--- config.mk ---
export PLATFORM = sky130hd
export DESIGN_NAME = cvxif_offload_master_flat
export DESIGN_NICKNAME = d
export VERILOG_FILES = /design/src/rtl/cvxif_pkg.sv /design/src/rtl/cvxif_offload_master_if.sv /design/src/rtl/cvxif_regfile.sv /design/src/rtl/cvxif_offload_master.sv /design/src/flat_wrapper.sv
export SDC_FILE = /design/constraint.sdc
export NUM_CORES = 2
export LEC_CHECK = 0
export ABC_CLOCK_PERIOD_IN_PS = 5390
export CORE_ASPECT_RATIO = 0.5
export CORE_MARGIN = 3
export CORE_UTILIZATION = 35
export CTS_CLUSTER_SIZE = 12
export DETAILED_ROUTE_END_ITERATION = 16
export GPL_TIMING_DRIVEN = 1
export SYNTH_ARGS = -nofsm -noshare
export SYNTH_HDL_FRONTEND = slang
export SYNTH_SLANG_ARGS = --single-unit
--- constraint.sdc ---
create_clock -name clk -period 5.39 [get_ports clk]
set_clock_uncertainty 0.2 [all_clocks]
set_input_delay 1.617 -clock clk [delete_from_list [all_inputs] [get_ports clk]]
set_output_delay 1.617 -clock clk [all_outputs]
set_load 0.05 [all_outputs]
--- src/rtl/cvxif_pkg.sv ---
// Shared types and constants for the core-side CVXIF offload master and its
// custom-3 complex-arithmetic coprocessor.
package cvxif_pkg;

    typedef enum logic [2:0] {
        S_IDLE,
        S_ISSUE,
        S_REGS,
        S_WAIT_RES,
        S_DONE
    } master_state_t;

    localparam logic [6:0] OPC_CUSTOM3 = 7'b1111011;
    localparam logic [2:0] F3_CADD     = 3'b000;
    localparam logic [2:0] F3_CCONJ    = 3'b001;

    localparam int unsigned RS1_LSB = 15;
    localparam int unsigned RS2_LSB = 20;
    localparam int unsigned RD_LSB  = 7;
    localparam int unsigned REG_W   = 5;

    localparam logic [1:0] ST_OK      = 2'b00;
    localparam logic [1:0] ST_ILLEGAL = 2'b01;
    localparam logic [1:0] ST_TIMEOUT = 2'b10;

    function automatic logic [4:0] rs1_of(input logic [31:0] ins);
        return ins[RS1_LSB +: REG_W];
    endfunction

    function automatic logic [4:0] rs2_of(input logic [31:0] ins);
        return ins[RS2_LSB +: REG_W];
    endfunction

    function automatic logic [4:0] rd_of(input logic [31:0] ins);
        return ins[RD_LSB +: REG_W];
    endfunction

endpackage

--- src/rtl/cvxif_offload_master_if.sv ---
// Coprocessor-facing CVXIF bundle: issue, register and result handshakes.
interface cvxif_offload_master_if;

    logic        issue_valid;
    logic        issue_ready;
    logic [31:0] issue_req_instr;
    logic        issue_resp_accept;
    logic        issue_resp_writeback;
    logic [1:0]  issue_resp_register_read;

    logic        register_valid;
    logic        register_ready;
    logic [31:0] register_rs0;
    logic [31:0] register_rs1;
    logic [1:0]  register_rs_valid;

    logic        result_valid;
    logic        result_ready;
    logic [31:0] result_data;

    modport master (
        output issue_valid, issue_req_instr,
        input  issue_ready, issue_resp_accept, issue_resp_writeback, issue_resp_register_read,
        output register_valid, register_rs0, register_rs1, register_rs_valid,
        input  register_ready,
        input  result_valid, result_data,
        output result_ready
    );

    modport slave (
        input  issue_valid, issue_req_instr,
        output issue_ready, issue_resp_accept, issue_resp_writeback, issue_resp_register_read,
        input  register_valid, register_rs0, register_rs1, register_rs_valid,
        output register_ready,
        output result_valid, result_data,
        input  result_ready
    );

endinterface

--- src/rtl/cvxif_regfile.sv ---
// 32x32 register file: x0 hardwired to zero, host and result write ports
// (result wins on an address clash), three asynchronous read ports.
module cvxif_regfile (
    input  logic        clk,
    input  logic        rst,
    input  logic        host_we,
    input  logic [4:0]  host_waddr,
    input  logic [31:0] host_wdata,
    input  logic        res_we,
    input  logic [4:0]  res_waddr,
    input  logic [31:0] res_wdata,
    input  logic [4:0]  raddr0,
    input  logic [4:0]  raddr1,
    input  logic [4:0]  raddr2,
    output logic [31:0] rdata0,
    output logic [31:0] rdata1,
    output logic [31:0] rdata2
);

    logic [31:0] rf [32];

    always_ff @(posedge clk) begin
        if (rst) begin
            for (int unsigned i = 0; i < 32; i++) begin
                rf[i] <= '0;
            end
        end else begin
            for (int unsigned i = 1; i < 32; i++) begin
                if (res_we && res_waddr == 5'(i)) begin
                    rf[i] <= res_wdata;
                end else if (host_we && host_waddr == 5'(i)) begin
                    rf[i] <= host_wdata;
                end
            end
        end
    end

    assign rdata0 = rf[raddr0];
    assign rdata1 = rf[raddr1];
    assign rdata2 = rf[raddr2];

endmodule

--- src/rtl/cvxif_offload_master.sv ---
// Core-side CVXIF master: issues one instruction at a time to the custom-3
// coprocessor, supplies operands, writes back the result and reports completion.
module cvxif_offload_master
    import cvxif_pkg::*;
#(
    parameter int unsigned RESULT_TIMEOUT = 256,
    parameter bit          REG_READY_EN   = 1'b0
) (
    input  logic                   clk,
    input  logic                   rst,
    input  logic                   instr_valid,
    output logic                   instr_ready,
    input  logic [31:0]            instr,
    input  logic                   host_we,
    input  logic [4:0]             host_waddr,
    input  logic [31:0]            host_wdata,
    input  logic [4:0]             host_raddr,
    output logic [31:0]            host_rdata,
    cvxif_offload_master_if.master cx,
    output logic                   done_valid,
    output logic [1:0]             done_status,
    output logic [4:0]             done_rd
);

    localparam logic [8:0] TMO_LAST = 9'(RESULT_TIMEOUT - 1);

    master_state_t state;
    logic [31:0]   instr_q;
    logic          wb_q;
    logic [8:0]    tmo_cnt;
    logic          res_we;

    // Result write is only honoured while the master is waiting for it.
    assign res_we             = (state == S_WAIT_RES) && cx.result_valid;
    assign cx.issue_req_instr = instr_q;

    cvxif_regfile u_regfile (
        .clk        (clk),
        .rst        (rst),
        .host_we    (host_we),
        .host_waddr (host_waddr),
        .host_wdata (host_wdata),
        .res_we     (res_we),
        .res_waddr  (rd_of(instr_q)),
        .res_wdata  (cx.result_data),
        .raddr0     (rs1_of(instr_q)),
        .raddr1     (rs2_of(instr_q)),
        .raddr2     (host_raddr),
        .rdata0     (cx.register_rs0),
        .rdata1     (cx.register_rs1),
        .rdata2     (host_rdata)
    );

    always_ff @(posedge clk) begin
        if (rst) begin
            state                <= S_IDLE;
            instr_q              <= '0;
            wb_q                 <= 1'b0;
            tmo_cnt              <= '0;
            instr_ready          <= 1'b1;
            cx.issue_valid       <= 1'b0;
            cx.register_valid    <= 1'b0;
            cx.register_rs_valid <= '0;
            cx.result_ready      <= 1'b0;
            done_valid           <= 1'b0;
            done_status          <= ST_OK;
            done_rd              <= '0;
        end else begin
            done_valid <= 1'b0;
            unique case (state)
                S_IDLE: begin
                    if (instr_valid) begin
                        instr_q        <= instr;
                        instr_ready    <= 1'b0;
                        cx.issue_valid <= 1'b1;
                        state          <= S_ISSUE;
                    end
                end
                S_ISSUE: begin
                    if (cx.issue_ready) begin
                        cx.issue_valid <= 1'b0;
                        if (cx.issue_resp_accept) begin
                            wb_q                 <= cx.issue_resp_writeback;
                            cx.register_rs_valid <= cx.issue_resp_register_read;
                            cx.register_valid    <= 1'b1;
                            state                <= S_REGS;
                        end else begin
                            done_valid  <= 1'b1;
                            done_status <= ST_ILLEGAL;
                            done_rd     <= rd_of(instr_q);
                            state       <= S_DONE;
                        end
                    end
                end
                S_REGS: begin
                    if (!REG_READY_EN || cx.register_ready) begin
                        cx.register_valid <= 1'b0;
                        if (wb_q) begin
                            cx.result_ready <= 1'b1;
                            state           <= S_WAIT_RES;
                        end else begin
                            done_valid  <= 1'b1;
                            done_status <= ST_OK;
                            done_rd     <= rd_of(instr_q);
                            state       <= S_DONE;
                        end
                    end
                end
                S_WAIT_RES: begin
                    // A result arriving on the last allowed cycle still counts as success.
                    if (cx.result_valid) begin
                        cx.result_ready <= 1'b0;
                        tmo_cnt         <= '0;
                        done_valid      <= 1'b1;
                        done_status     <= ST_OK;
                        done_rd         <= rd_of(instr_q);
                        state           <= S_DONE;
                    end else if (tmo_cnt == TMO_LAST) begin
                        cx.result_ready <= 1'b0;
                        tmo_cnt         <= '0;
                        done_valid      <= 1'b1;
                        done_status     <= ST_TIMEOUT;
                        done_rd         <= rd_of(instr_q);
                        state           <= S_DONE;
                    end else begin
                        tmo_cnt <= tmo_cnt + 9'd1;
                    end
                end
                S_DONE: begin
                    instr_ready <= 1'b1;
                    state       <= S_IDLE;
                end
                default: begin
                    state <= S_IDLE;
                end
            endcase
        end
    end

endmodule
--- src/flat_wrapper.sv ---
// flat-port wrapper written by rule: the top's interface ports become plain ports
module cvxif_offload_master_flat import cvxif_pkg::*;
#(
    parameter int unsigned RESULT_TIMEOUT = 256,
    parameter bit          REG_READY_EN   = 1'b0
)
  (clk, rst, instr_valid, instr_ready, instr, host_we, host_waddr, host_wdata, host_raddr, host_rdata, done_valid, done_status, done_rd, cx_issue_valid, cx_issue_req_instr, cx_issue_ready, cx_issue_resp_accept, cx_issue_resp_writeback, cx_issue_resp_register_read, cx_register_valid, cx_register_rs0, cx_register_rs1, cx_register_rs_valid, cx_register_ready, cx_result_valid, cx_result_data, cx_result_ready);
  cvxif_offload_master_if cx_i ();
  input  logic clk;
  input  logic rst;
  input  logic instr_valid;
  output logic instr_ready;
  input  logic [31:0] instr;
  input  logic host_we;
  input  logic [4:0] host_waddr;
  input  logic [31:0] host_wdata;
  input  logic [4:0] host_raddr;
  output logic [31:0] host_rdata;
  output logic done_valid;
  output logic [1:0] done_status;
  output logic [4:0] done_rd;
  output wire logic [$bits(cx_i.issue_valid)-1:0] cx_issue_valid;
  output wire logic [$bits(cx_i.issue_req_instr)-1:0] cx_issue_req_instr;
  input wire logic [$bits(cx_i.issue_ready)-1:0] cx_issue_ready;
  input wire logic [$bits(cx_i.issue_resp_accept)-1:0] cx_issue_resp_accept;
  input wire logic [$bits(cx_i.issue_resp_writeback)-1:0] cx_issue_resp_writeback;
  input wire logic [$bits(cx_i.issue_resp_register_read)-1:0] cx_issue_resp_register_read;
  output wire logic [$bits(cx_i.register_valid)-1:0] cx_register_valid;
  output wire logic [$bits(cx_i.register_rs0)-1:0] cx_register_rs0;
  output wire logic [$bits(cx_i.register_rs1)-1:0] cx_register_rs1;
  output wire logic [$bits(cx_i.register_rs_valid)-1:0] cx_register_rs_valid;
  input wire logic [$bits(cx_i.register_ready)-1:0] cx_register_ready;
  input wire logic [$bits(cx_i.result_valid)-1:0] cx_result_valid;
  input wire logic [$bits(cx_i.result_data)-1:0] cx_result_data;
  output wire logic [$bits(cx_i.result_ready)-1:0] cx_result_ready;
  assign cx_issue_valid = cx_i.issue_valid;
  assign cx_issue_req_instr = cx_i.issue_req_instr;
  assign cx_i.issue_ready = cx_issue_ready;
  assign cx_i.issue_resp_accept = cx_issue_resp_accept;
  assign cx_i.issue_resp_writeback = cx_issue_resp_writeback;
  assign cx_i.issue_resp_register_read = cx_issue_resp_register_read;
  assign cx_register_valid = cx_i.register_valid;
  assign cx_register_rs0 = cx_i.register_rs0;
  assign cx_register_rs1 = cx_i.register_rs1;
  assign cx_register_rs_valid = cx_i.register_rs_valid;
  assign cx_i.register_ready = cx_register_ready;
  assign cx_i.result_valid = cx_result_valid;
  assign cx_i.result_data = cx_result_data;
  assign cx_result_ready = cx_i.result_ready;
  cvxif_offload_master #(.RESULT_TIMEOUT(RESULT_TIMEOUT), .REG_READY_EN(REG_READY_EN)) u_core (.clk(clk), .rst(rst), .instr_valid(instr_valid), .instr_ready(instr_ready), .instr(instr), .host_we(host_we), .host_waddr(host_waddr), .host_wdata(host_wdata), .host_raddr(host_raddr), .host_rdata(host_rdata), .cx(cx_i), .done_valid(done_valid), .done_status(done_status), .done_rd(done_rd));
endmodule
# ---- After elaboration in Yosys (flattened, before gate mapping)
# Memory sizes are Yosys's and may differ from the RTL's. A register that Yosys moved wholly into a read port is not among the register bits.
# Cells that the tools add are included.
dict set report classes {
  n_addsub 1
  eq_ne 74
  mux 324
  bitwise 62
  reduce_logical 77
}
# operator count
set ops {}
lappend ops {{$mux 32} 62}
lappend ops {{$mux 1} 232}
lappend ops {{$eq 5x5->1 const B} 32}
lappend ops {{$eq 5x4->1 const B} 16}
lappend ops {{$logic_and 1x1->1} 63}
lappend ops {{$or 1x1->1} 62}
lappend ops {{$mux 5} 9}
lappend ops {{$eq 5x3->1 const B} 8}
lappend ops {{$eq 5x2->1 const B} 4}
lappend ops {{$mux 3} 6}
lappend ops {{$mux 9} 2}
lappend ops {{$pmux 5 s3} 1}
lappend ops {{$reduce_and 3->1} 5}
lappend ops {{$pmux 3 s4} 1}
lappend ops {{$eq 5x1->1 const B} 2}
lappend ops {{$mux 2} 5}
lappend ops {{$ne 2x2->1 const B} 5}
lappend ops {{$add 9x1->9 const B} 1}
lappend ops {{$eq 9x8->1 const B} 1}
lappend ops {{$pmux 1 s2} 4}
lappend ops {{$reduce_bool 2->1} 4}
lappend ops {{$eq 3x2->1 const B} 2}
lappend ops {{$pmux 2 s3} 1}
lappend ops {{$reduce_and 5->1} 1}
lappend ops {{8 further kinds} 9}
dict set report totals {
  ff_bits 59
  ram_bits 1024
  in_bits 117
  word_cells 551
  mem_count 1
}
# memory depth word_bits read_ports rd_ports_with_merged_regs wr line_no
set memory_table {}
lappend memory_table {u_core.u_regfile.rf 32 32 3 2 32 cvxif_regfile.sv:20} ;# logic [31:0] rf [32];

# ---- Logic depth before layout (Yosys ltp)
dict set report depth {
  ltp_word 8
  ltp_mapped 9
  ltp_nobuf 6
}

# ---- Hierarchy
# From an unflattened synthesis, not the netlist that was laid out.
dict set report unflattened {
  cells_unflattened 4927
  area_unflattened_um2 68231.7
}
# mod instances cells_each area_each_um2 seq_area_each_um2
set modules_own_cells {}
lappend modules_own_cells {cvxif_regfile 1 4640 65848.2 29788.6}
lappend modules_own_cells {cvxif_offload_master 1 287 2383.5 1181.1}

# ---- Worst setup path before layout
# Ideal clock, no wire load.
dict set report synth_timing {
  kind {input port to output port}
  startpoint {input port host_raddr[0]}
  endpoint {output port host_rdata[10]}
  arrival_ns 3.935
  required_time_ns 3.573
  slack_ns -0.362
  cell_stages 9
  n_path_buf 5
  cell_sequence {buf_2 -> buf_6 -> buf_4 -> buf_4 -> buf_4 -> mux2i_1 -> o221ai_1 -> nand2_1 -> o21ai_0}
}
dict set report synth_via {
  elab_chain_cells 1
}
# item line_no
set synth_lines {}
lappend synth_lines {{start, declared} flat_wrapper.sv:17} ;# input logic [4:0] host_raddr;
lappend synth_lines {{$mem_v2 32x32} n/a}
lappend synth_lines {{end, declared} flat_wrapper.sv:18} ;# output logic [31:0] host_rdata;
# No other way between the ends.

# ---- Worst setup path in the final report
dict set report layout_timing {
  startpoint {input port host_raddr[0]}
  endpoint {output port host_rdata[18]}
}
# Same word-level chain as after synthesis.

==> out/results.tsv <==
stage	metric	value	unit
placed_design	dp_hpwl	184800	um
detailed_routing	detail-route-antenna-nets	0	
floorplan	start_util	0.3540	
synth	ys_ff_latch	1061	
synth	yosysTopAreaCellShare	0.4334	
setup_path	cp_data_arrival_time	3730	ps
detailed_routing	route.detailed.drc	0	
synth	seq_area_frac_synth	0.4535	
synth	synthArstFlopShare	0	
timing	setup_violations	9	
timing	hold_violations	0	
cells_and_area	fin_util	0.4240	
placed_design	gp_congestion	0.9554	
floorplan	die_w	632.7	um
setup_path	crit_chain	buf_16, buf_12, clkbuf_16, nor2b_4, buf_12, a22oi_1, o221ai_1, nand2_1, o21ai_2, buf_4	
clocking	numCtsBuffers	110	
floorplan	fp.dieH	319.3	um
synth	yosys_warnings	0	
detailed_routing	dr.pass1.iters	8	
setup_path	crit_type	input pin to output port	
synth	netlist_top_cells_area	edfxtp_1 (43%), mux4_2 (19%), a22o_1 (9.0%), nand2_1 (3.8%), o21ai_0 (3.6%)	
cells_and_area	drive_gt1_frac	0.3138	
synth	yosysTopAreaCell	edfxtp_1	
outcome	status	complete, but fails checks	
setup_path	cp-startpoint	host_raddr[0]	
pwr	leakage	27.19	nW
cells_and_area	nNetsFinal	5746	
synth	synth.cells.most_frequent	edfxtp_1 (992), a22o_1 (704), nand2_1 (700), mux4_2 (576), o21ai_0 (493)	
global_route	grt_max_degree	72	
detailed_routing	wl	305600	um
timing	drv_slew	0	
setup_path	crit_slowest_cell	o21ai_2	
setup_path	cp_common_cell	buf_12	
pwr	ir_drop	0.2516	mV
detailed_routing	drt-vias-per-instance	6.846	
setup_path	critPathMaxStageDelay	420	ps
clocking	clock_latency	760	ps
outcome	violations	negative setup slack	
setup_path	critPathCaptureType	output port	
synth	synth_enable_flop_cells	992	
synth	syn_area	0.06872	mm2
setup_path	path_buf_inv	5	
timing	slew_headroom	0.07782	
timing	fin_crit_sh	1.030	
setup_path	critical_path.max_fanout	10	
synth	syn_inst	5507	
clocking	clk_path_buf_depth	3	
clocking	cts_root_buffer	clkbuf_16	
global_route	track_usage	0.2897	
floorplan	core	0.1941	mm2
timing	max_freq	0.1802	GHz
timing	fin_ws	-159.5	ps
hold_path	hold_class	flip-flop to flip-flop	
global_route	grt_pass1_wl	415900	um
global_route	grt_pass1_vias	55360	
run	drv_cap	0	
cells_and_area	stdcell_count	8338	
floorplan	rows	114	
cells_and_area	area_growth_syn_to_layout	19.76	%
pwr	p_per_area	277.6	mW/mm2
clocking	clock_sinks	1061	
timing	grt_setup_unrepaired	true	
setup_path	rr_startpoint	u_core.cx.issue_req_instr[7]	
hold_path	min_from	u_core.cx.issue_req_instr[14]	
setup_path	cp-start-kind	input pin	
clocking	htree_levels	3	
clocking	cts.reportedPaths.clkPinSlew	60	ps
clocking	cts_tree	built	
synth	synthesis.nets	5625	
timing	tightest_slew	1379	ps
detailed_routing	drt-initial-drc-count	9670	
floorplan	boundaryPins	259	
clocking	cts_hold_buf	0	
synth	yosys.cell_types.count	60	
setup_path	cpLargestDelayFamily	buffers and inverters	
synth	syn_area_per_cell	12.48	um2
synth	synth_ff_type	edfxtp_1	
detailed_routing	drt-wirelength-per-cell	36.66	um
timing	period_minus_slack	5550	ps
pwr	total_power	22.85	mW
setup_path	cp.required	3570	ps
detailed_routing	dr_total_vias	57080	
synth	yosysMostFrequentCell	edfxtp_1	
floorplan	die_area	0.2020	mm2
global_route	antenna_found_initial	36	
placed_design	placed_cells	8055	
placed_design	portBuffers	257	
global_route	grt.overflow.total	0	
cells by family (layout without fill, tap and decap cells):
| family | Yosys count | in the layout | synth area share |
|---|---|---|---|
| AOI/OAI and AO/OA | 1708 | 1708 | 0.1804 |
| DFF | 1061 | 1061 | 0.4535 |
| muxes | 1033 | 1033 | 0.2594 |
| and+or+nand+nor | 951 | 951 | 0.05773 |
| buffers and inverters | 747 | 953 | 0.04794 |
| xor gates and xnor gates | 6 | 6 | 0.0007648 |
| adders and majority gates | 1 | 1 | 0.0001820 |
| other | 0 | 15 | 0 |
power breakdown:
part / internal [mW] / total, mW / switching, mW / leakage, nW
clock network: 4.01 / 7.47 / 3.46 / 1.63
logic: 2.27 / 5.37 / 3.10 / 15.3
registers: 9.58 / 10.0 / 0.426 / 10.3
routing by layer:
layer  part of all wire  wire (um)  global-route usage  vias to the layer above
met1               0.34     105400              0.3639                    28560
met4              0.058      17830              0.1463                        6
li1                   -          -                   -                    22320
met3               0.16      48050              0.1071                     1093
met5            0.00012         38                   0                        -
met2               0.44     134300              0.4385                     5102
worst paths after layout:
kind,cells after the start,to,slack (ps)
max reg2reg,5,u_core.u_regfile.rf[1][17],1670
min reg2reg,2,u_core.cx.issue_req_instr[14],250
min,2,u_core.cx.issue_req_instr[14],250
max,10,host_rdata[18],-160
tightest hold or removal path, cell delays in order, from the launching register on:
cell and delay (ps):
dfxtp_1 310, nand2_1 50, a21oi_1 50
stage by stage:
stage | setup TNS, ps | cell area (um2) | hold slack, ps | setup WS, ps
finish | -322.9 | 82300 | 253.3 | -159.5
global route | -222.2 | 82290 | 267.2 | -121.7
CTS | -1184 | 81490 | 255.1 | -105.0
detailed placement | -6615 | 77350 | 246.5 | -780.0
global placement | -6031 | 77350 | 243.4 | -714.0
floorplan | 0 | 68720 | 257.2 | 14.11
area by class of cell:
type / instances / area, um2
antenna: 15 / 37.54
clock buffer: 149 / 2992
clock inverter: 48 / 361.6
fill: 17360 / 111800
inverter: 2 / 7.507
multi-input combinational: 3699 / 35240
sequential: 1061 / 31200
tap: 2610 / 3266
timing repair buffer: 754 / 9200
what timing repair did:
action,CTS,global route
buffers inserted,31,29
setup endpoints to repair,87,57
gates resized for setup,81,105
pin swaps,1,9
cloned,4,8
registers in the layout, indices dropped and copies added (netlist names), named ones only:
name	flops
u_core.u_regfile.rf	992
u_core.done_valid	1
u_core.wb_q	1
u_core.cx.register_rs_valid	2
u_core.done_rd	5
u_core.cx.register_valid	1
u_core.done_status	2
u_core.cx.issue_valid	1
u_core.tmo_cnt	9
u_core.state	3
u_core.instr_ready	1
u_core.cx.issue_req_instr	32
u_core.cx.result_ready	1
placed cells by master, fill, tap and decap left out, types with 32 or more instances in the layout:
cell | synthesis | final
mux2_2 | 212 | 212
a21oi_1 | 142 | 135
mux2i_1 | 233 | 222
o21ai_0 | 493 | 421
buf_12 | 1 | 204
clkbuf_16 | 0 | 119
a22oi_1 | 96 | 96
o21ai_1 | 33 | 76
edfxtp_1 | 992 | 992
nand2_1 | 700 | 678
o21ai_2 | 56 | 78
clkbuf_1 | 451 | 32
dfxtp_1 | 69 | 59
buf_4 | 15 | 344
nor2_1 | 113 | 108
o22ai_1 | 32 | 32
mux4_2 | 576 | 576
clkdlybuf4s50_1 | 0 | 155
nor2b_1 | 52 | 40
o221ai_1 | 65 | 58
a22o_1 | 704 | 704
Power figures use the tool's default switching activity.
